<file path="src/rtl/vga_sync_timing_detector_640x480_60hz.sv">
// Receive-side 640x480@60Hz sync checker: validates line/frame periods, declares lock, recovers pixel X/Y.
// Define VGA_SYNC_DET_ERRCNT_EN to add the saturating oERROR_COUNT output.
module vga_sync_timing_detector_640x480_60hz #(
    parameter int P_H_TOTAL     = 800,
    parameter int P_H_TOL       = 2,
    parameter int P_V_TOTAL     = 525,
    parameter int P_LOCK_FRAMES = 2,
    parameter int P_H_ACTIVE    = 640,
    parameter int P_V_ACTIVE    = 480
) (
    input  logic        iVGA_CLOCK,
    input  logic        inRESET,
    input  logic        iRESET_SYNC,
    input  logic        iDISP_HSYNC,
    input  logic        iDISP_VSYNC,
    input  logic        iDISP_BLANK,
    output logic        oLOCKED,
    output logic        oPIXEL_VALID,
    output logic [9:0]  oPIXEL_X,
    output logic [8:0]  oPIXEL_Y,
    output logic        oFRAME_START,
    output logic        oTIMING_ERROR
`ifdef VGA_SYNC_DET_ERRCNT_EN
    ,
    output logic [15:0] oERROR_COUNT
`endif
);
    localparam logic [1:0]  S_UNLOCK  = 2'd0;
    localparam logic [1:0]  S_ACQUIRE = 2'd1;
    localparam logic [1:0]  S_LOCKED  = 2'd2;
    localparam logic [10:0] H_MIN     = 11'(P_H_TOTAL - P_H_TOL);
    localparam logic [10:0] H_MAX     = 11'(P_H_TOTAL + P_H_TOL);
    localparam logic [9:0]  V_NOM     = 10'(P_V_TOTAL);
    localparam logic [3:0]  LOCK_N    = 4'(P_LOCK_FRAMES);
    localparam logic [9:0]  X_LIM     = 10'(P_H_ACTIVE);
    localparam logic [9:0]  Y_LIM     = 10'(P_V_ACTIVE);

    logic        r_hs_prev, r_vs_prev, r_blank_prev;
    logic [10:0] r_h_len;
    logic        r_h_armed, r_sat_q, r_line_bad_seen;
    logic [9:0]  r_v_len;
    logic [1:0]  r_state, w_state_nxt;
    logic [3:0]  r_good_cnt, w_good_nxt, w_good_inc;
    logic [9:0]  r_x_cnt, r_y_cnt;
    logic        r_row_seen;

    logic        w_hfall, w_vfall, w_h_sat, w_sync_loss, w_line_bad, w_frame_bad, w_err;
    logic [9:0]  w_v_next, w_x_cur, w_y_base, w_y_cur;
    logic        w_row_seen, w_row_start, w_in_range;

    assign w_hfall     = r_hs_prev & ~iDISP_HSYNC;
    assign w_vfall     = r_vs_prev & ~iDISP_VSYNC;
    assign w_h_sat     = (r_h_len == 11'h7FF);
    assign w_sync_loss = w_h_sat & ~r_sat_q;
    assign w_line_bad  = w_hfall & r_h_armed & ((r_h_len < H_MIN) | (r_h_len > H_MAX));
    // The line count includes an HSYNC fall coincident with the VSYNC fall.
    assign w_v_next    = r_v_len + 10'(w_hfall);
    assign w_frame_bad = w_vfall & ((w_v_next != V_NOM) | r_line_bad_seen | w_line_bad);
    assign w_err       = (r_state == S_ACQUIRE || r_state == S_LOCKED)
                         & (w_line_bad | w_frame_bad | w_sync_loss);
    assign w_good_inc  = r_good_cnt + 4'd1;

    always_comb begin
        w_state_nxt = r_state;
        w_good_nxt  = r_good_cnt;
        case (r_state)
            S_UNLOCK: begin
                if (w_vfall && !(w_h_sat && !w_hfall)) begin
                    w_state_nxt = S_ACQUIRE;
                    w_good_nxt  = '0;
                end
            end
            S_ACQUIRE: begin
                if (w_sync_loss)
                    w_state_nxt = S_UNLOCK;
                else if (w_line_bad || w_frame_bad)
                    w_good_nxt = '0;
                else if (w_vfall) begin
                    w_good_nxt = w_good_inc;
                    if (w_good_inc >= LOCK_N)
                        w_state_nxt = S_LOCKED;
                end
            end
            S_LOCKED: begin
                if (w_err)
                    w_state_nxt = S_UNLOCK;
            end
            default: w_state_nxt = S_UNLOCK;
        endcase
    end

    // Row index advances on the first active pixel of a line; Y of later pixels is one behind the count.
    assign w_x_cur     = w_hfall ? 10'd0 : r_x_cnt;
    assign w_row_seen  = w_hfall ? 1'b0 : r_row_seen;
    assign w_row_start = ~iDISP_BLANK & r_blank_prev & ~w_row_seen;
    assign w_y_base    = w_vfall ? 10'd0 : r_y_cnt;
    assign w_y_cur     = w_row_start ? w_y_base : w_y_base - 10'd1;
    assign w_in_range  = ~iDISP_BLANK & (w_x_cur < X_LIM) & (w_y_cur < Y_LIM);

    always_ff @(posedge iVGA_CLOCK or negedge inRESET) begin
        if (!inRESET) begin
            r_hs_prev <= 1'b1; r_vs_prev <= 1'b1; r_blank_prev <= 1'b1;
            r_h_len <= '0; r_h_armed <= 1'b0; r_sat_q <= 1'b0; r_line_bad_seen <= 1'b0;
            r_v_len <= '0; r_state <= S_UNLOCK; r_good_cnt <= '0;
            r_x_cnt <= '0; r_y_cnt <= '0; r_row_seen <= 1'b0;
            oLOCKED <= 1'b0; oPIXEL_VALID <= 1'b0; oPIXEL_X <= '0; oPIXEL_Y <= '0;
            oFRAME_START <= 1'b0; oTIMING_ERROR <= 1'b0;
        end else if (iRESET_SYNC) begin
            r_hs_prev <= 1'b1; r_vs_prev <= 1'b1; r_blank_prev <= 1'b1;
            r_h_len <= '0; r_h_armed <= 1'b0; r_sat_q <= 1'b0; r_line_bad_seen <= 1'b0;
            r_v_len <= '0; r_state <= S_UNLOCK; r_good_cnt <= '0;
            r_x_cnt <= '0; r_y_cnt <= '0; r_row_seen <= 1'b0;
            oLOCKED <= 1'b0; oPIXEL_VALID <= 1'b0; oPIXEL_X <= '0; oPIXEL_Y <= '0;
            oFRAME_START <= 1'b0; oTIMING_ERROR <= 1'b0;
        end else begin
            r_hs_prev    <= iDISP_HSYNC;
            r_vs_prev    <= iDISP_VSYNC;
            r_blank_prev <= iDISP_BLANK;
            if (w_hfall)       r_h_len <= 11'd1;
            else if (!w_h_sat) r_h_len <= r_h_len + 11'd1;
            r_sat_q <= w_h_sat;
            // Disarming on lock loss leaves the next (arbitrary-length) line unchecked.
            if (r_state != S_UNLOCK && w_state_nxt == S_UNLOCK) r_h_armed <= 1'b0;
            else if (w_hfall)                                  r_h_armed <= 1'b1;
            if (w_vfall)         r_line_bad_seen <= 1'b0;
            else if (w_line_bad) r_line_bad_seen <= 1'b1;
            r_v_len    <= w_vfall ? 10'd0 : w_v_next;
            r_state    <= w_state_nxt;
            r_good_cnt <= w_good_nxt;

            if (!iDISP_BLANK) r_x_cnt <= (w_x_cur == 10'h3FF) ? w_x_cur : w_x_cur + 10'd1;
            else              r_x_cnt <= w_x_cur;
            r_row_seen <= w_row_seen | w_row_start;
            if (w_row_start) r_y_cnt <= (w_y_base == 10'h3FF) ? w_y_base : w_y_base + 10'd1;
            else             r_y_cnt <= w_y_base;

            oLOCKED       <= (w_state_nxt == S_LOCKED);
            oPIXEL_VALID  <= (w_state_nxt == S_LOCKED) & w_in_range;
            if (w_in_range) begin
                oPIXEL_X <= w_x_cur;
                oPIXEL_Y <= w_y_cur[8:0];
            end
            oFRAME_START  <= w_vfall & (r_state == S_LOCKED) & (w_state_nxt == S_LOCKED);
            oTIMING_ERROR <= w_err;
        end
    end

`ifdef VGA_SYNC_DET_ERRCNT_EN
    always_ff @(posedge iVGA_CLOCK or negedge inRESET) begin
        if (!inRESET)
            oERROR_COUNT <= '0;
        else if (iRESET_SYNC)
            oERROR_COUNT <= '0;
        else if (w_err && oERROR_COUNT != 16'hFFFF)
            oERROR_COUNT <= oERROR_COUNT + 16'd1;
    end
`endif

endmodule
</file>
<file path="config.mk">
export PLATFORM = sky130hd
export DESIGN_NAME = vga_sync_timing_detector_640x480_60hz
export DESIGN_NICKNAME = d
export VERILOG_FILES = /design/src/rtl/vga_sync_timing_detector_640x480_60hz.sv
export SDC_FILE = /design/constraint.sdc
export NUM_CORES = 1
export LEC_CHECK = 0
export ABC_AREA = 1
export CORE_MARGIN = 10
export CORE_UTILIZATION = 50
export CTS_CLUSTER_DIAMETER = 200
export DETAILED_ROUTE_END_ITERATION = 10
export PLACE_DENSITY = 0.72
export SLEW_MARGIN = 10
export SYNTH_ARGS = -nofsm -noshare
export SYNTH_HDL_FRONTEND = slang
export SYNTH_SLANG_ARGS = --single-unit
</file>
<file path="constraint.sdc">
create_clock -name iVGA_CLOCK -period 2.85 [get_ports iVGA_CLOCK]
set_clock_uncertainty 0.15 [all_clocks]
set_input_delay 0.855 -clock iVGA_CLOCK [delete_from_list [all_inputs] [get_ports iVGA_CLOCK]]
set_output_delay 0.855 -clock iVGA_CLOCK [all_outputs]
set_load 0.01 [all_outputs]
</file>
==> impl_metrics.toml <==
[grt]
grtUsageTotal = 0.176
grt_max_degree = 36
first_global_vias = 4267
antenna_found_initial = 0
grt_first_pass_wirelength_um = 19200
grt_overflow = 0

[clock_tree]
cts_tree = "built"
cts_made_buffers = 9
htreeDepth = 3
clockBufferDepth = 2
root_buffer = "clkbuf_8"
clkSinkCount = 77
worstSkewPairLatency_ns = 0.37
clk_pin_slew_ns = 0.08

[floorplanning]
coreArea_um2 = 8680
fp.dieArea_um2 = 13100
die_h_um = 114
num_io_pins = 29
die_w_um = 114
start_util = 0.513
rows = 34

[logic_synthesis]
ys_seq_area_frac = 0.433
synth_flop_cell = "dfrtp_1"
netlist.top_cell.by_area = "dfrtp_1"
yosys.cell_count.top_type = "nand2_1"
syn_area_per_cell_um2 = 8.10
synthesis.area_um2 = 4450
ys_types = 42
synth_edf_count = 0
yosysWarnings = 0
async_flop_share = 1.00
synth.area.top_cells = "dfrtp_1 (42%), nand2_1 (8.3%), inv_1 (5.9%), nand3_1 (5.7%), nor2_1 (4.4%)"
synth_commonest_cells = "nand2_1 (98), dfrtp_1 (74), inv_1 (70)"
yosys_register_bits = 77
syn_inst = 550
syn_nets = 568
yosysTopAreaCellShare = 0.416

[critical_path]
crit_path_end_kind = "flop"
crit_path_cell_trace = "clkbuf_2 > inv_2 > nand2_4 > inv_4 > ha_4 > ha_4 > nand2_4 > nor2_4 > nand2_1 > nand2_1 > nand3_1 > nor2_2 > nand3_2 > nand2_2 > nand3_2 > nand2_2 > a21oi_1 > nor2_1 > nand3_2 > nor2_1"
cp-start-kind = "input pin"
crit_fanout = 4
cpMostUsedCell = "nand3_2"
path_class = "input pin to flop"
critical-path-slowest-cell = "ha_4"
r2r_slack_ns = 0.18
crit_arrival_ns = 2.90
cp_top_family = "simple AND/OR/NAND/NOR gates"
critical-path-max-stage-delay_ns = 0.15
path_buf_inv = 3
critical_path_required_ns = 3.01

[drt]
remaining_drc_errors = 0
wl_um = 11000
via_per_inst = 5.31
avgRoutedWirePerCell_um = 14.3
drt_iter0_markers = 204
dr.pass1.iters = 5
postRouteAntennaNets = 0
vias = 4102

[flow_run]
cap_violations = 0

[power]
ir_drop_mv = 0.274
p_per_area_nw_per_um2 = 435
p_leak_nw = 2.70

[finish]
nNetsFinal = 677
n_antenna_cell = 0
area_delta_synth_final_pct = 30.3
stdcell_area_um2 = 5800
fin_cells = 772
drive_gt1_frac = 0.291

[placement]
gp_congestion = 0.871
dp_slack_ns = -0.687
dp_cells = 747
dpl_cell_area_um2 = 5400
place.port_buffers = 28
place_hpwl_um = 7890

[timing]
setup_viol = 0
min_period_over_period = 0.963
min_period_ns = 2.74
hold_ws_ns = 0.266
fin_ws_ns = 0.105
max_freq_mhz = 364
max_slew_margin = 0.673
tightest_slew_ns = 0.490
hold_viol = 0
final_max_slew_viol_count = 0

[hold_path]
hp-class = "input pin to async pin"

[status]
status = "finished, final reports clean"
==> cells in the final DEF (no fill, tap or decap), types with 3 or more instances in the layout <==
cell | netlist | routed
nor2_1 | 52 | 44
a31oi_1 | 5 | 5
buf_4 | 1 | 82
ha_1 | 12 | 9
nand4_1 | 8 | 8
inv_2 | 9 | 9
o21ai_1 | 5 | 5
nand2_1 | 98 | 87
inv_1 | 70 | 69
nor2_4 | 5 | 9
nand3b_1 | 4 | 4
nand2_4 | 6 | 9
o21ai_0 | 30 | 30
a21oi_1 | 29 | 28
nor3_1 | 12 | 11
nor2_2 | 5 | 9
nor3_2 | 2 | 3
o21ai_2 | 10 | 10
dfrtp_1 | 74 | 74
nand3_1 | 51 | 46
a21oi_2 | 6 | 7
xor2_1 | 13 | 12
nand3_2 | 7 | 12
clkdlybuf4s50_1 | 0 | 25
dfstp_2 | 3 | 3
nand2_2 | 5 | 13
clkbuf_8 | 0 | 11
==> cells by family (layout without fill, tap and decap cells) <==
group | after synthesis | in the layout | synth area share
AO/OA/AOI/OAI | 93 | 93 | 0.126
XOR/XNOR | 13 | 13 | 0.0256
adder cells (fa/ha/maj) | 12 | 12 | 0.0337
buffers and inverters | 92 | 206 | 0.0860
flip-flops | 77 | 77 | 0.433
AND/OR/NAND/NOR | 263 | 263 | 0.295
==> path summary, 6_finish.rpt <==
check	cells past startpoint	to	from
worst max-delay path	20	oPIXEL_VALID	iDISP_HSYNC
worst min-delay path	1	r_good_cnt[0]	inRESET
worst max register to register	18	oPIXEL_VALID	r_hs_prev
worst min register to register	1	r_h_len[7]	r_h_len[7]
max in group asynchronous	2	r_y_cnt[7]	inRESET
min in group iVGA_CLOCK	1	r_h_len[7]	r_h_len[7]
==> power by group <==
part           leakage [nW]  internal (mW)  switching [mW]  total, mW
registers              1.05           1.12          0.0247       1.15
logic                  1.53          0.172           0.234      0.407
clock network         0.114          0.544           0.424      0.968
==> cell type report <==
class | instances | area (µm²)
Sequential cell | 77 | 1930
Multi-Input combinational cell | 381 | 2290
Clock inverter | 3 | 68.8
Clock buffer | 13 | 159
Timing Repair Buffer | 111 | 920
Fill cell | 719 | 2870
Inverter | 79 | 299
Tap cell | 108 | 135
==> sequential cells by signal, indices dropped and copies added (netlist names), 2 cells and up <==
register,flops
oPIXEL_X,10
r_good_cnt,4
r_y_cnt,10
oPIXEL_Y,9
r_state,2
r_x_cnt,10
r_h_len,11
r_v_len,10
==> repair_timing <==
item	in CTS	in global routing
endpoints found under the setup margin	45	21
gates resized for setup	18	19
pin swaps	20	19
buffers inserted	6	3
hold buffers	0	0
gates cloned	0	0
==> layer usage <==
layer | share of wire | track usage | vias up
met5 | 0 | 0 | -
li1 | - | - | 2019
met2 | 0.51 | 0.298 | 81
met1 | 0.43 | 0.208 | 1982
met3 | 0.040 | 0.0362 | 20
met4 | 0.021 | 0.0810 | 0
==> stage by stage <==
stage           util  setup TNS [ns]  total power [mW]
2_1_floorplan      -               0              1.39
3_3_place_gp   0.622          -21.61              1.55
3_5_place_dp   0.622          -24.69              1.56
4_1_cts        0.660               0              2.53
5_1_grt        0.669          -0.132              2.62
6_report       0.669               0              2.52
Power figures use the tool's default switching activity.
==> edit 1, RTL diff (same settings) <==
Add an input register stage for `iDISP_HSYNC`, `iDISP_VSYNC` and `iDISP_BLANK`, with the module's reset; this delays them by one clock.
--- a/src/rtl/vga_sync_timing_detector_640x480_60hz.sv
+++ b/src/rtl/vga_sync_timing_detector_640x480_60hz.sv
@@ -35,6 +35,22 @@
     localparam logic [9:0]  X_LIM     = 10'(P_H_ACTIVE);
     localparam logic [9:0]  Y_LIM     = 10'(P_V_ACTIVE);
 
+    logic iDISP_HSYNC_q;
+    logic iDISP_VSYNC_q;
+    logic iDISP_BLANK_q;
+
+    always_ff @(posedge iVGA_CLOCK or negedge inRESET) begin
+        if (!inRESET) begin
+            iDISP_HSYNC_q <= '0;
+            iDISP_VSYNC_q <= '0;
+            iDISP_BLANK_q <= '0;
+        end else begin
+            iDISP_HSYNC_q <= iDISP_HSYNC;
+            iDISP_VSYNC_q <= iDISP_VSYNC;
+            iDISP_BLANK_q <= iDISP_BLANK;
+        end
+    end
+
     logic        r_hs_prev, r_vs_prev, r_blank_prev;
     logic [10:0] r_h_len;
     logic        r_h_armed, r_sat_q, r_line_bad_seen;
@@ -48,8 +64,8 @@
     logic [9:0]  w_v_next, w_x_cur, w_y_base, w_y_cur;
     logic        w_row_seen, w_row_start, w_in_range;
 
-    assign w_hfall     = r_hs_prev & ~iDISP_HSYNC;
-    assign w_vfall     = r_vs_prev & ~iDISP_VSYNC;
+    assign w_hfall     = r_hs_prev & ~iDISP_HSYNC_q;
+    assign w_vfall     = r_vs_prev & ~iDISP_VSYNC_q;
     assign w_h_sat     = (r_h_len == 11'h7FF);
     assign w_sync_loss = w_h_sat & ~r_sat_q;
     assign w_line_bad  = w_hfall & r_h_armed & ((r_h_len < H_MIN) | (r_h_len > H_MAX));
@@ -92,10 +108,10 @@
     // Row index advances on the first active pixel of a line; Y of later pixels is one behind the count.
     assign w_x_cur     = w_hfall ? 10'd0 : r_x_cnt;
     assign w_row_seen  = w_hfall ? 1'b0 : r_row_seen;
-    assign w_row_start = ~iDISP_BLANK & r_blank_prev & ~w_row_seen;
+    assign w_row_start = ~iDISP_BLANK_q & r_blank_prev & ~w_row_seen;
     assign w_y_base    = w_vfall ? 10'd0 : r_y_cnt;
     assign w_y_cur     = w_row_start ? w_y_base : w_y_base - 10'd1;
-    assign w_in_range  = ~iDISP_BLANK & (w_x_cur < X_LIM) & (w_y_cur < Y_LIM);
+    assign w_in_range  = ~iDISP_BLANK_q & (w_x_cur < X_LIM) & (w_y_cur < Y_LIM);
 
     always_ff @(posedge iVGA_CLOCK or negedge inRESET) begin
         if (!inRESET) begin
@@ -113,9 +129,9 @@
             oLOCKED <= 1'b0; oPIXEL_VALID <= 1'b0; oPIXEL_X <= '0; oPIXEL_Y <= '0;
             oFRAME_START <= 1'b0; oTIMING_ERROR <= 1'b0;
         end else begin
-            r_hs_prev    <= iDISP_HSYNC;
-            r_vs_prev    <= iDISP_VSYNC;
-            r_blank_prev <= iDISP_BLANK;
+            r_hs_prev    <= iDISP_HSYNC_q;
+            r_vs_prev    <= iDISP_VSYNC_q;
+            r_blank_prev <= iDISP_BLANK_q;
             if (w_hfall)       r_h_len <= 11'd1;
             else if (!w_h_sat) r_h_len <= r_h_len + 11'd1;
             r_sat_q <= w_h_sat;
@@ -128,7 +144,7 @@
             r_state    <= w_state_nxt;
             r_good_cnt <= w_good_nxt;
 
-            if (!iDISP_BLANK) r_x_cnt <= (w_x_cur == 10'h3FF) ? w_x_cur : w_x_cur + 10'd1;
+            if (!iDISP_BLANK_q) r_x_cnt <= (w_x_cur == 10'h3FF) ? w_x_cur : w_x_cur + 10'd1;
             else              r_x_cnt <= w_x_cur;
             r_row_seen <= w_row_seen | w_row_start;
             if (w_row_start) r_y_cnt <= (w_y_base == 10'h3FF) ? w_y_base : w_y_base + 10'd1;
Check against the original RTL: not equivalent (Yosys sat finds a counterexample within 4 cycles, from zero or initial values and one cycle with inRESET low).
==> edit 1 against the original RTL <==
  * Clock power shrank 4.3%
  * Synthesized area fell by 0.42%
  * Sequential cell count grew 3
  * Setup slack better by 0.073 ns
  * Via count fell by 7.8%
  * Worst hold slack improved by 0.0094 ns
  * Cell area down 12%
  * Wire length down 13%
  * Power fell by 4.1%
==> edit 1: results (changes against the original RTL) <==
[cells_and_area]
drive_above_1_share_pct=13.3  ; -16 points
fillers=758  ; +5.4%

[placed_design]
dp_hpwl_mm=7.09  ; -10%
place_area_um2=4860  ; -10%
placedCellCount=691  ; -7.5%
pre_cts_ws_ns=0.0761  ; +0.763 ns

[grt]
grt_max_degree=47  ; +31%
grt_util_met2_pct=24.2  ; -5.6 points

[power]
switchingPower_uw=646  ; -5.5%
powerComb_uw=301  ; -26%
vdd_ir_drop_max_uv=185  ; -32%
seq_power_mw=1.19  ; +3%

[clock_network]
clkLatencyLatePin_ns=0.35  ; -0.02 ns

[synthesis]
syn_area_per_cell_um2=7.92  ; -2.2%
synth_fa_ha_area_share_pct=3.39  ; +0.014 points
synth-xor-area-share_pct=2.96  ; +0.41 points
netlist_top_cells_count=nand2_1, dfrtp_1, nor2_1, inv_1, nand3_1
synth_compound_area_share_pct=8.18  ; -4.4 points
synth_cell_types=41  ; -2.4%
synth_nets=578  ; +1.8%

[detailed_routing]
vias=3783  ; -7.8%
via_per_inst=5.34  ; +0.56%
met3WireLength_um=407  ; -7.9%
wl_met1_mm=4.47  ; -6.0%
wl_met2_mm=4.55  ; -19%

[timing]
holdWs_ns=0.276  ; +0.00940 ns
worstMarginPinSlew_ns=0.462  ; -0.0273 ns

[worst_setup_path]
cp_max_fo=7  ; +3
r2r_cells=19  ; +1
crit_arrival_ns=2.76  ; -0.14 ns

[run_status]
status=complete, no violations

-- edit 1: repair_timing --
item	4_1_cts	5_1_grt
resized for setup	0	8
hold buffers	0	0
buffers inserted	0	1
setup endpoints to repair	0	10
-- edit 1: critical path, stage by stage, from the launching register on --
cell and delay, ns:
dfstp_2 0.55, nand2_4 0.08, inv_2 0.09, ha_4 0.15, ha_2 0.19, nand2_1 0.10, nor2_2 0.17, nand2_1 0.07
nand2_1 0.09, nand3_1 0.10, nor2_1 0.11, nand3_1 0.09, nand2_2 0.09, nand3_1 0.09, nand2_2 0.10, nand2_1 0.07
nand2_1 0.07, nand2_1 0.09, nand3_2 0.10, nor2_1 0.04
-- edit 1: area by class of cell --
class / instances / area, µm² / area share [%]
clock buffers: 10 / 128 / 2.50
repair buffers: 40 / 380 / 7.44
inverters: 79 / 303 / 5.92
well taps: 108 / 135 / 2.64
flip-flops and latches: 80 / 2010 / 39.2
clock inverters: 6 / 90.1 / 1.76
multi-input cells: 385 / 2070 / 40.5
==> edit 2, RTL diff (same settings) <==
Without the edit above. Add a define of `VGA_SYNC_DET_ERRCNT_EN`.
--- a/src/rtl/vga_sync_timing_detector_640x480_60hz.sv
+++ b/src/rtl/vga_sync_timing_detector_640x480_60hz.sv
@@ -1,5 +1,7 @@
 // Receive-side 640x480@60Hz sync checker: validates line/frame periods, declares lock, recovers pixel X/Y.
 // Define VGA_SYNC_DET_ERRCNT_EN to add the saturating oERROR_COUNT output.
+`define VGA_SYNC_DET_ERRCNT_EN
+
 module vga_sync_timing_detector_640x480_60hz #(
     parameter int P_H_TOTAL     = 800,
     parameter int P_H_TOL       = 2,
Formal check against the unedited RTL (old outputs only; new: oERROR_COUNT): equivalent (equiv_simple and equiv_induct, registers matched by name and starting in step).
==> edit 2 against the original RTL <==
  * Global-route usage grew 1.5 points
  * Setup slack worse by 0.022 ns
  * Via count rose by 28%
  * Sequential power increased by 20%
  * Cell area grew 21%
  * Critical path depth down 1
  * Power grew 11%
  * Count of clock-buffer cells in the layout down 1
  * Synthesized area increased by 21%
  * Wire length increased by 29%
  * Sequential cell count increased by 16
==> edit 2: results (changes against the original RTL) <==
[run_status]
status=complete, no violations

[power]
p_leak_nw=3.43  ; +27%
switchingPower_uw=754  ; +10%
vdd_ir_drop_max_uv=245  ; -11%

[synthesis]
netlist_top_cells_count=nand2_1, dfrtp_1, inv_1, nor2_1, nand3_1
yosysSeqAreaShare_pct=43.3  ; about the same
synth_compound_area_share_pct=7.58  ; -5.0 points
synth-xor-area-share_pct=3.75  ; +1.2 points
synth_nets=722  ; +27%

[cells_and_area]
n_clock_buffer=12  ; -1
drive_above_1_share_pct=21.8  ; -7.3 points
layout.comb_gates.multi_input=499  ; +31%
clkCellAreaFrac_pct=2.96  ; -0.97 points
inverters=91  ; +15%
n_sequential_cell=93  ; +21%

[worst_setup_path]
r2r_cells=17  ; -1
slowest_delay_ns=0.19  ; +0.04 ns
critPathSlowestCell=buf_6
cp_max_fo=7  ; +3

[grt]
grt.total_usage_pct=19.1  ; +1.5 points
grt_pass1_wl_mm=23.9  ; +25%
grt_max_degree=59  ; +64%

[placed_design]
gp_congestion=0.937  ; +7.7%
dp_hpwl_mm=10.2  ; +29%
port_buffers=44  ; +57%

[timing]
worstMarginPinSlew_ns=0.471  ; -0.0185 ns

[detailed_routing]
routed_wl_mm=14.2  ; +29%
drt_iter0_markers=385  ; +89%
via_per_inst=5.34  ; +0.45%

edit 2: cell types whose count changed after synthesis, sizes merged, moves of 4 or more:
cell   before  now
inv        79   90
nand4       9   31
a21oi      35   31
buf         7   12
nor2       62   85
xor2       13   22
dfrtp      74   90
nand3      60   80
nand2     109  166
o21ai      45   30
edit 2: through the flow:
step | setup slack, ns | area (µm²) | TNS, ns | std cells | utilization, %
finish | 0.0827 | 7030 | 0 | 981 | 67.5
global route | -0.0241 | 7030 | -0.0492 | 981 | 67.5
global placement | -0.721 | 6640 | -37.77 | 953 | 63.7
floorplan | -0.0294 | 5450 | -0.271 | 703 | -
detailed placement | -0.813 | 6640 | -42.39 | 953 | 63.7
CTS | 0.0541 | 6930 | 0 | 979 | 66.6
edit 2: power by group through the flow:
stage	registers [mW]	logic, mW	clock network (mW)
final	1.38	0.476	0.954
after global routing	1.38	0.525	1.03
after CTS	1.38	0.464	0.974
after detailed placement	1.40	0.436	0
after global placement	1.40	0.426	0
after floorplan	1.41	0.226	0
edit 2: final timing paths:
kind / end
max in group asynchronous: r_vs_prev$_DFF_PN1_
worst min-delay path: oPIXEL_Y[3]$_DFFE_PN0P_
worst max-delay path: oERROR_COUNT[0]$_DFFE_PN0P_
worst max register to register: oERROR_COUNT[0]$_DFFE_PN0P_
min in group iVGA_CLOCK: oPIXEL_X[3]$_DFFE_PN0P_
worst min register to register: oPIXEL_X[3]$_DFFE_PN0P_
edit 2: layer usage:
metal  global-route usage, %  wire length [µm]  up-vias
met5                       0                 0        -
li1                        -                 -     2565
met1                    24.7              6390     2541
met2                    30.4              6750      113
met4                    6.70               221        0
met3                    4.89               812       17
edit 2: repair_timing:
item                                    CTS  global route
cloned                                    0             1
buffers inserted                         10             1
endpoints found under the setup margin   61            51
pin swaps                                 6            13
gates resized for setup                  11            20
